--- src/rtl/gnf_phase_gen_pkg.sv ---
// Shared constants and helpers for the N-phase sequence generator.
// The helpers work on a fixed maximum width, so any PHASES up to
// GNF_MAX_PHASES can reuse them without a parameterised package.
package gnf_pkg;

    localparam int GNF_MAX_PHASES = 32;

    // Sequence mode: Johnson walks 2*PHASES steps, ring walks PHASES steps.
    localparam logic GNF_JOHNSON = 1'b0;
    localparam logic GNF_RING    = 1'b1;

    // Rotation direction.
    localparam logic GNF_FWD = 1'b0;
    localparam logic GNF_REV = 1'b1;

    // Number of steps in one full electrical cycle for the given mode.
    function automatic int gnf_steps(input int phases, input logic mode);
        return (mode == GNF_RING) ? phases : 2 * phases;
    endfunction

    // Phase pattern for a given step index. The pattern is always decoded
    // from the index, so an out-of-family pattern can never be produced.
    function automatic logic [GNF_MAX_PHASES-1:0] gnf_decode(input int phases,
                                                             input int sector,
                                                             input logic mode);
        logic [GNF_MAX_PHASES-1:0] pattern;
        pattern = '0;
        for (int i = 0; i < GNF_MAX_PHASES; i++) begin
            if (i < phases) begin
                if (mode == GNF_RING) begin
                    pattern[i] = (sector == i);
                end else begin
                    pattern[i] = (sector > i) && (sector <= i + phases);
                end
            end
        end
        return pattern;
    endfunction

endpackage

--- src/rtl/gnf_phase_gen_if.sv ---
// Control and status bundle of the N-phase generator.
// The master side drives run/direction/mode/divider and observes the
// phase outputs; the slave side is the generator itself.
interface gnf_phase_gen_if #(
    parameter int PHASES = 3,
    parameter int DIV_W  = 8
);

    localparam int SEC_W = $clog2(2 * PHASES);

    logic             en;
    logic             dir;
    logic             mode;
    logic [DIV_W-1:0] div;
    logic [PHASES-1:0] q;
    logic [PHASES-1:0] qn;
    logic [SEC_W-1:0] sector;
    logic             step;
    logic             sync;

    modport master (
        output en, dir, mode, div,
        input  q, qn, sector, step, sync
    );

    modport slave (
        input  en, dir, mode, div,
        output q, qn, sector, step, sync
    );

endinterface

--- src/rtl/gnf_phase_gen_prescaler.sv ---
// Enable-gated prescaler: produces a tick on every DIV+1 enabled clocks.
// Comparing with >= rather than == means a divider lowered below the
// running count takes effect on the very next enabled clock.
module gnf_prescaler #(
    parameter int DIV_W = 8
) (
    input  logic             se,
    input  logic             rst,
    input  logic             en,
    input  logic [DIV_W-1:0] div,
    input  logic             clr,
    output logic             tick
);

    logic [DIV_W-1:0] cnt;

    assign tick = en && (cnt >= div);

    // Count enabled clocks, restart after each tick; clr restarts the count
    // regardless of enable so a mode switch begins from a clean period.
    always_ff @(posedge se) begin
        if (rst || clr) begin
            cnt <= '0;
        end else if (en) begin
            if (tick) begin
                cnt <= '0;
            end else begin
                cnt <= cnt + DIV_W'(1);
            end
        end
    end

endmodule

--- src/rtl/gnf_phase_gen.sv ---
// N-phase square-wave sequence generator.
// Holds the registered mode, the step index (up/down wrap counter), the
// decoded phase register and the STEP/SYNC pulse flops. The phase pattern
// is loaded on the same edge as the new step index, so Q has no extra
// latency relative to SECTOR.
module gnf_phase_gen #(
    parameter int PHASES = 3,
    parameter int DIV_W  = 8
) (
    input logic           se,
    input logic           rst,
    gnf_phase_gen_if.slave bus
);

    import gnf_pkg::*;

    localparam int SEC_W = $clog2(2 * PHASES);

    logic              mode_q;
    logic [SEC_W-1:0]  sector_q;
    logic [SEC_W-1:0]  sector_next;
    logic [SEC_W-1:0]  last_sector;
    logic [PHASES-1:0] q_q;
    logic [PHASES-1:0] q_next;
    logic [PHASES-1:0] q_home;
    logic              step_q;
    logic              sync_q;
    logic              tick;
    logic              mode_change;

    // A mode request differing from the active mode restarts the sequence.
    assign mode_change = (bus.mode != mode_q);

    gnf_prescaler #(
        .DIV_W(DIV_W)
    ) u_prescaler (
        .se  (se),
        .rst (rst),
        .en  (bus.en),
        .div (bus.div),
        .clr (mode_change),
        .tick(tick)
    );

    // Next step index for an advance, wrapping at either end; direction is
    // only consumed when a tick actually lands.
    always_comb begin
        last_sector = SEC_W'(gnf_steps(PHASES, mode_q) - 1);
        if (bus.dir == GNF_REV) begin
            sector_next = (sector_q == '0) ? last_sector : sector_q - SEC_W'(1);
        end else begin
            sector_next = (sector_q == last_sector) ? '0 : sector_q + SEC_W'(1);
        end
        q_next = PHASES'(gnf_decode(PHASES, int'(sector_next), mode_q));
        q_home = PHASES'(gnf_decode(PHASES, 0, bus.mode));
    end

    // Sequence state: reset beats a mode switch, which beats a tick.
    always_ff @(posedge se) begin
        if (rst) begin
            mode_q   <= bus.mode;
            sector_q <= '0;
            q_q      <= q_home;
            step_q   <= 1'b0;
            sync_q   <= 1'b0;
        end else if (mode_change) begin
            mode_q   <= bus.mode;
            sector_q <= '0;
            q_q      <= q_home;
            step_q   <= 1'b0;
            sync_q   <= 1'b0;
        end else if (tick) begin
            sector_q <= sector_next;
            q_q      <= q_next;
            step_q   <= 1'b1;
            sync_q   <= (sector_next == '0);
        end else begin
            step_q   <= 1'b0;
            sync_q   <= 1'b0;
        end
    end

    assign bus.q      = q_q;
    assign bus.qn     = ~q_q;
    assign bus.sector = sector_q;
    assign bus.step   = step_q;
    assign bus.sync   = sync_q;

endmodule

--- src/flat_wrapper.sv ---
// flat-port wrapper written by rule: the top's interface ports become plain ports
module gnf_phase_gen_flat import gnf_pkg::*;
#(
    parameter int PHASES = 3,
    parameter int DIV_W  = 8
)
  (se, rst, bus_en, bus_dir, bus_mode, bus_div, bus_q, bus_qn, bus_sector, bus_step, bus_sync);
  gnf_phase_gen_if #(.PHASES(PHASES), .DIV_W(DIV_W)) bus_i ();
  input logic se;
  input logic rst;
  input wire logic [$bits(bus_i.en)-1:0] bus_en;
  input wire logic [$bits(bus_i.dir)-1:0] bus_dir;
  input wire logic [$bits(bus_i.mode)-1:0] bus_mode;
  input wire logic [$bits(bus_i.div)-1:0] bus_div;
  output wire logic [$bits(bus_i.q)-1:0] bus_q;
  output wire logic [$bits(bus_i.qn)-1:0] bus_qn;
  output wire logic [$bits(bus_i.sector)-1:0] bus_sector;
  output wire logic [$bits(bus_i.step)-1:0] bus_step;
  output wire logic [$bits(bus_i.sync)-1:0] bus_sync;
  assign bus_i.en = bus_en;
  assign bus_i.dir = bus_dir;
  assign bus_i.mode = bus_mode;
  assign bus_i.div = bus_div;
  assign bus_q = bus_i.q;
  assign bus_qn = bus_i.qn;
  assign bus_sector = bus_i.sector;
  assign bus_step = bus_i.step;
  assign bus_sync = bus_i.sync;
  gnf_phase_gen #(.PHASES(PHASES), .DIV_W(DIV_W)) u_core (.se(se), .rst(rst), .bus(bus_i));
endmodule
--- config.mk ---
export PLATFORM = sky130hd
export DESIGN_NAME = gnf_phase_gen_flat
export DESIGN_NICKNAME = d
export VERILOG_FILES = /design/src/rtl/gnf_phase_gen_pkg.sv /design/src/rtl/gnf_phase_gen_if.sv /design/src/rtl/gnf_phase_gen_prescaler.sv /design/src/rtl/gnf_phase_gen.sv /design/src/flat_wrapper.sv
export SDC_FILE = /design/constraint.sdc
export NUM_CORES = 1
export LEC_CHECK = 0
export CAP_MARGIN = 20
export CORE_MARGIN = 2
export CORE_UTILIZATION = 54
export DETAILED_ROUTE_END_ITERATION = 10
export PLACE_DENSITY = 0.94
export SETUP_SLACK_MARGIN = 0.02
export SLEW_MARGIN = 20
export SYNTH_ARGS = -nofsm -noshare
export SYNTH_HDL_FRONTEND = slang
export SYNTH_SLANG_ARGS = --single-unit
--- constraint.sdc ---
create_clock -name se -period 3.55 [get_ports se]
set_clock_uncertainty 0.05 [all_clocks]
set_input_delay 0.71 -clock se [delete_from_list [all_inputs] [get_ports se]]
set_output_delay 0.71 -clock se [all_outputs]
set_load 0.1 [all_outputs]
==> results.ini, run 1 <==
[floorplan]
fp.dieH_um = 49.59
coreArea_sq_um = 1962
die-area_sq_um = 2459
start_util_pct = 57.21
rows = 16
die_w_um = 49.59
io_pins = 24

[sta]
max_slew_margin_pct = 35.12
drv_slew = 0
hold_viol = 0
setup_ws_ps = 893.8
final.min_clock_period_ps = 2656
setup_viol = 0
period_share_pct = 74.82
fmaxAchievable_mhz = 376.5
tns_ps = 0
max_slew.worst_pin.slew_ps = 970.2
rsz0062_at_grt = no

[layout]
layout-area-overhead-vs-synth_pct = 23.19
drive_above_1_share_pct = 10.39
fill_cells = 157
nets = 180
n_antenna_cell = 0

[synth]
synth_area_leader_cell = dfxtp_1
synth-edff-count = 2
synth_common_cells = nor2_1, dfxtp_1, inv_1
synth_top_flop_cell = dfxtp_1
ys_warn_count = 0
yosys.cell_count.top_type = nor2_1
synth.area.top_cells = dfxtp_1, ha_1, nor2_1
synth-async-reset-ratio_pct = 0
syn-cell-area_sq_um = 1122
seq_area_frac_synth_pct = 32.11
synth_top_area_share_pct = 26.76
ys_seq_elements = 17
avgSynthCellArea_sq_um = 8.567
syn_inst = 131
yosysUniqueCellTypes = 42
syn_nets = 156

[power_and_ir_drop]
power_uw = 402.4
power_density_nw_per_um2 = 291.1
irDropWorstVdd_v = 0.0001960
p_leak_nw = 0.5908

[clocking]
htree_levels = 1
cts_inserted_buffers = 3
clock_path_buffers = 2
ctsResizeCount = 0
clock-root-buffer = clkbuf_4
post_cts_buffers = 0
clk_pin_slew_ps = 110
clock_latency_ps = 300
cts.sinks = 17
cts_hold_repair.buffers = 0
tritoncts = built

[grt]
grt_remaining_overflow = 0
grt_pass1_vias = 997
antenna_found_initial = 0
grt_max_degree = 14
gr-usage-all-layers_pct = 21.78
grt_pass1_wl_mm = 4.133

[routing]
drtAntennaViolNets = 0
vias = 1003
wl_per_cell_um = 13.49
drt_first_pass_iters = 4
first_iter_violations = 16
detail_route.vias_per_cell = 5.541
drc = 0
detail_route.wirelength_mm = 2.441

[outcome]
status = complete, no violations

[placed_design]
dp_hpwl_mm = 1.911
globalplace.congestion = 0.8707
port_buffers = 23
dp_worst_setup_slack_ps = 613.5

[flow_run]
cap_viol_max_count = 0

[setup_path]
crit_fanout = 2
cpPeakStageDelay_ps = 1130
slowest_stage = clkdlybuf4s50_1
cp_top_family = buffers and inverters
critPathBufInv = 2
worstPathRequired_ps = 2790
path_class = reg -> out
startpoint_type = register
arrival_ps = 1900
setup.worst_path.end_class = output pin
crit_chain = inv_1 -> clkdlybuf4s50_1

[min_path]
hold_path_class = reg -> reg

final cells by class:
class | count | area (sq um) | area share, %
multi-input cells | 94 | 674.4 | 48.78
flip-flops and latches | 17 | 360.3 | 26.06
repair buffers | 24 | 230.2 | 16.65
inverters | 15 | 56.30 | 4.072
well taps | 27 | 33.78 | 2.443
clock buffers | 3 | 22.52 | 1.629
clock inverters | 1 | 5.005 | 0.3620
state kept, by name, indices dropped and copies added (netlist names):
name and count:
u_core.u_prescaler.cnt 8, u_core.bus.q 3, u_core.bus.sector 3, u_core.bus.step 1, u_core.bus.sync 1, u_core.mode_q 1
cell usage in the layout, fill, tap and decap left out, types with 2 or more instances in the layout:
master	Yosys	final
inv_1	14	14
clkbuf_4	0	3
ha_1	12	12
nor2_1	19	19
xor2_1	6	6
nand2b_1	5	5
a211oi_1	2	2
buf_4	1	4
mux2i_1	2	2
o21ai_0	2	2
nand4_1	3	3
nor3_1	2	2
nand2_1	8	8
edfxtp_1	2	2
clkdlybuf4s50_1	0	20
and3_1	4	4
o21ai_1	3	3
a21oi_1	4	4
xnor2_1	2	2
dfxtp_1	15	15
worst paths after layout:
check | startpoint | endpoint | slack, ps | depth (start not counted)
hold reg to reg | u_core.bus.q[1]$_SDFFE_PP0N_ | u_core.bus.q[1]$_SDFFE_PP0N_ | 470 | 2
setup / recovery | u_core.bus.q[0]$_DFFE_PP_ | bus_qn[0] | 890 | 2
hold / removal | u_core.bus.q[1]$_SDFFE_PP0N_ | u_core.bus.q[1]$_SDFFE_PP0N_ | 470 | 2
setup reg to reg | u_core.bus.sector[0]$_SDFFE_PP0N_ | u_core.bus.q[0]$_DFFE_PP_ | 1190 | 9
cell families after synthesis:
kind of cell,count (synthesis),share of synthesized area [%]
compound gates,24,16.50
xor+xnor,8,6.243
mux,2,1.784
flops,17,32.11
simple gates,48,22.19
buf+inv,20,7.803
fa+ha+maj,12,13.38
per-stage QoR:
stage | cells | cell area (sq um) | hold slack, ps | util, %
after floorplan | 131 | 1122 | 433.0 | -
after global placement | 177 | 1355 | 423.9 | 69.07
after detailed placement | 177 | 1355 | 458.8 | 69.07
after CTS | 181 | 1383 | 468.9 | 70.47
after global routing | 181 | 1383 | 511.3 | 70.47
final | 181 | 1383 | 465.8 | 70.47
tightest hold or removal path, delay by kind of cell (launching register included):
family	cells	cell delay, ps
AOI/OAI and AO/OA	1	60
buffers and inverters	1	80
DFF	1	330
routing by layer:
layer,routed length (um),part of all wire (%),global-route usage (%),up-vias
met5,0,0,0,-
met4,52,2.1,12.50,0
met3,63,2.6,2.424,4
met2,1274,52,38.89,21
met1,1051,43,24.81,480
li1,-,-,-,498
power breakdown:
group	internal, mW	total (mW)	switching (mW)
Sequential	0.199	0.206	0.00706
Clock	0.0420	0.107	0.0647
Combinational	0.0340	0.0897	0.0557
Power figures use the tool's default switching activity.
==> run 2, diff against run 1 <==
--- a/config.mk
+++ b/config.mk
@@ -7,9 +7,9 @@
 export LEC_CHECK = 0
 export CAP_MARGIN = 20
 export CORE_MARGIN = 2
-export CORE_UTILIZATION = 54
+export CORE_UTILIZATION = 50
 export DETAILED_ROUTE_END_ITERATION = 10
-export PLACE_DENSITY = 0.94
+export PLACE_DENSITY = 0.89
 export SETUP_SLACK_MARGIN = 0.02
 export SLEW_MARGIN = 20
 export SYNTH_ARGS = -nofsm -noshare
==> constraint.sdc (replaced) <==
create_clock -name se -period 2.55 [get_ports se]
set_clock_uncertainty 0.05 [all_clocks]
set_input_delay 0.51 -clock se [delete_from_list [all_inputs] [get_ports se]]
set_output_delay 0.51 -clock se [all_outputs]
set_load 0.1 [all_outputs]
==> results.ini, run 2 (synthesis results as in run 1) <==
[outcome]
status = complete, no violations  ; unchanged

[clocking]
ctsResizeCount = 0  ; unchanged
post_cts_buffers = 0  ; unchanged
cts_inserted_buffers = 3  ; unchanged
clk_pin_slew_ps = 100  ; was 110 ps
cts_hold_repair.buffers = 0  ; unchanged
htree_levels = 1  ; unchanged
cts.sinks = 17  ; unchanged
clock-root-buffer = clkbuf_4  ; unchanged
clock_latency_ps = 290  ; was 300 ps
clock_path_buffers = 2  ; unchanged
tritoncts = built  ; unchanged

[layout]
final_cell_mix = nor2_1, buf_4, inv_1  ; was clkdlybuf4s50_1, nor2_1, dfxtp_1
multiInputGateArea_sq_um = 674.4  ; unchanged
n_antenna_cell = 0  ; unchanged
seq_area_sq_um = 362.8  ; was 360.3 sq um
top_register = u_core.u_prescaler.cnt  ; unchanged
mostFrequentLayoutCell = nor2_1  ; was clkdlybuf4s50_1
fill_cells = 188  ; was 157
largest_reg_flops = 8  ; unchanged
drive_above_1_share_pct = 18.35  ; was 10.39%
nets = 184  ; was 180
layout-area-overhead-vs-synth_pct = 24.30  ; was 23.19%

[setup_path]
startpoint_type = input pin  ; was register
path_class = in -> reg  ; was reg -> out
crit_fanout = 9  ; was 2
worstPathRequired_ps = 2680  ; was 2790 ps
arrival_ps = 2540  ; was 1900 ps
setup.worst_path.end_class = register  ; was output pin

[placed_design]
globalplace.congestion = 0.8391  ; was 0.8707
dp_hpwl_mm = 1.817  ; was 1.911 mm
port_buffers = 23  ; unchanged
dp_worst_setup_slack_ps = -172.8  ; was 613.5 ps

[sta]
period_share_pct = 94.50
setup_viol = 0  ; unchanged
rsz0062_at_grt = no  ; unchanged
setup_ws_ps = 140.3  ; was 893.8 ps
drv_slew = 0  ; unchanged
final.min_clock_period_ps = 2410
max_slew_margin_pct = 58.57  ; was 35.12%
fmaxAchievable_mhz = 415.0
max_slew.worst_pin.slew_ps = 621.5  ; was 970.2 ps
hold_viol = 0  ; unchanged

[floorplan]
fp.dieH_um = 51.38  ; was 49.59 um
coreArea_sq_um = 2170  ; was 1962 sq um
die-area_sq_um = 2639  ; was 2459 sq um
io_pins = 24  ; unchanged
die_w_um = 51.38  ; was 49.59 um
start_util_pct = 51.73  ; was 57.21%
rows = 17  ; was 16

[power_and_ir_drop]
p_switching_uw = 169.8  ; was 127.5 uW
power_uw = 556.3  ; was 402.4 uW
irDropWorstVdd_v = 0.0002844  ; was 0.0001960 V
pwr-share-comb_pct = 22.6  ; was 22.3%
power.internal_uw = 386.4  ; was 275.0 uW
sw_frac_of_total_pct = 30.53  ; was 31.67%
p_leak_nw = 0.6162  ; was 0.5908 nW
power_density_nw_per_um2 = 398.7  ; was 291.1 nW/um^2
clockPowerShare_pct = 25.9  ; was 26.5%
power.share.sequential_pct = 51.5  ; was 51.2%

[routing]
vias = 980  ; was 1003
drc = 0  ; unchanged
first_iter_violations = 13  ; was 16
drt_first_pass_iters = 4  ; unchanged
wl_per_cell_um = 12.55  ; was 13.49 um
drtAntennaViolNets = 0  ; unchanged
detail_route.wirelength_mm = 2.335  ; was 2.441 mm
detail_route.vias_per_cell = 5.269  ; was 5.541

[grt]
grt_pass1_wl_mm = 3.857  ; was 4.133 mm
grt_pass1_vias = 931  ; was 997
gr-usage-all-layers_pct = 19.16  ; was 21.78%
use_met3_pct = 2.047  ; was 2.424%
use_met2_pct = 35.47  ; was 38.89%
grt_max_degree = 14  ; unchanged
grt_remaining_overflow = 0  ; unchanged
antenna_found_initial = 0  ; unchanged
grtUsageMet1_pct = 22.63  ; was 24.81%
grt_busiest_layer = met2  ; unchanged

[flow_run]
cap_viol_max_count = 0  ; unchanged

[min_path]
hold_path_class = reg -> reg  ; unchanged

## run 2: cell types whose count changed in the layout (fill, tap and decap cells not counted), sizes merged
| cell | previous run | this run |
|---|---|---|
| buf | 4 | 16 |
| clkinv | 1 | 0 |
| clkbuf | 3 | 4 |
| clkdlybuf4s50 | 20 | 12 |
## run 2: metal layers
metal,up-vias,share of wire (%)
met3,4,3.0
met5,-,0
met2,18,50
met1,450,46
met4,0,1.5
li1,508,-
## run 2: area by class of cell
cell class	instances	area share (%)
clock buffers	4	1.883
inverters	15	4.036
multi-input cells	94	48.34
flip-flops and latches	17	26.01
well taps	28	2.511
repair buffers	28	17.22
## run 2: path summary, 6_finish.rpt
check / from / endpoint / slack, ps / cells after the start
setup / recovery: bus_div[6] / u_core.bus.sector[0]$_SDFFE_PP0N_ / 140 / 9
hold / removal: u_core.bus.q[1]$_SDFFE_PP0N_ / u_core.bus.q[1]$_SDFFE_PP0N_ / 480 / 2
setup reg to reg: u_core.bus.sector[0]$_SDFFE_PP0N_ / u_core.bus.q[0]$_DFFE_PP_ / 310 / 9
hold reg to reg: u_core.bus.q[1]$_SDFFE_PP0N_ / u_core.bus.q[1]$_SDFFE_PP0N_ / 480 / 2
## run 2: through the flow
| step | util (%) | cell area [sq um] | hold WS (ps) | TNS, ps | instances |
|---|---|---|---|---|---|
| 2_1_floorplan | - | 1125 | 433.0 | 0 | 131 |
| 3_3_place_gp | 63.09 | 1369 | 444.5 | -230.5 | 182 |
| 3_5_place_dp | 63.09 | 1369 | 456.7 | -742.1 | 182 |
| 4_1_cts | 64.30 | 1395 | 470.9 | 0 | 186 |
| 5_1_grt | 64.30 | 1395 | 498.0 | 0 | 186 |
| 6_report | 64.30 | 1395 | 479.0 | 0 | 186 |
## run 2: power groups by stage
| stage | combinational, mW | sequential, mW | clock, mW |
|---|---|---|---|
| final | 0.125 | 0.287 | 0.144 |
| after CTS | 0.126 | 0.286 | 0.150 |
| after detailed placement | 0.125 | 0.293 | 0 |
| after floorplan | 0.0744 | 0.305 | 0 |
| after global routing | 0.137 | 0.288 | 0.156 |
| after global placement | 0.121 | 0.293 | 0 |
## run 2: critical path, cell delays in order
cell	delay [ps]
clkdlybuf4s50_1	450
inv_1	40
ha_1	300
and3_1	200
a221o_1	360
a22oi_2	200
buf_4	190
mux2i_1	220
nor2_1	60
==> run 3, diff against run 2 <==
--- a/config.mk
+++ b/config.mk
@@ -5,6 +5,7 @@
 export SDC_FILE = /design/constraint.sdc
 export NUM_CORES = 1
 export LEC_CHECK = 0
+export ABC_CLOCK_PERIOD_IN_PS = 2550
 export CAP_MARGIN = 20
 export CORE_MARGIN = 2
 export CORE_UTILIZATION = 50
==> results of run 3 <==
Final layout, timing and power as in run 2 (identical DEF).
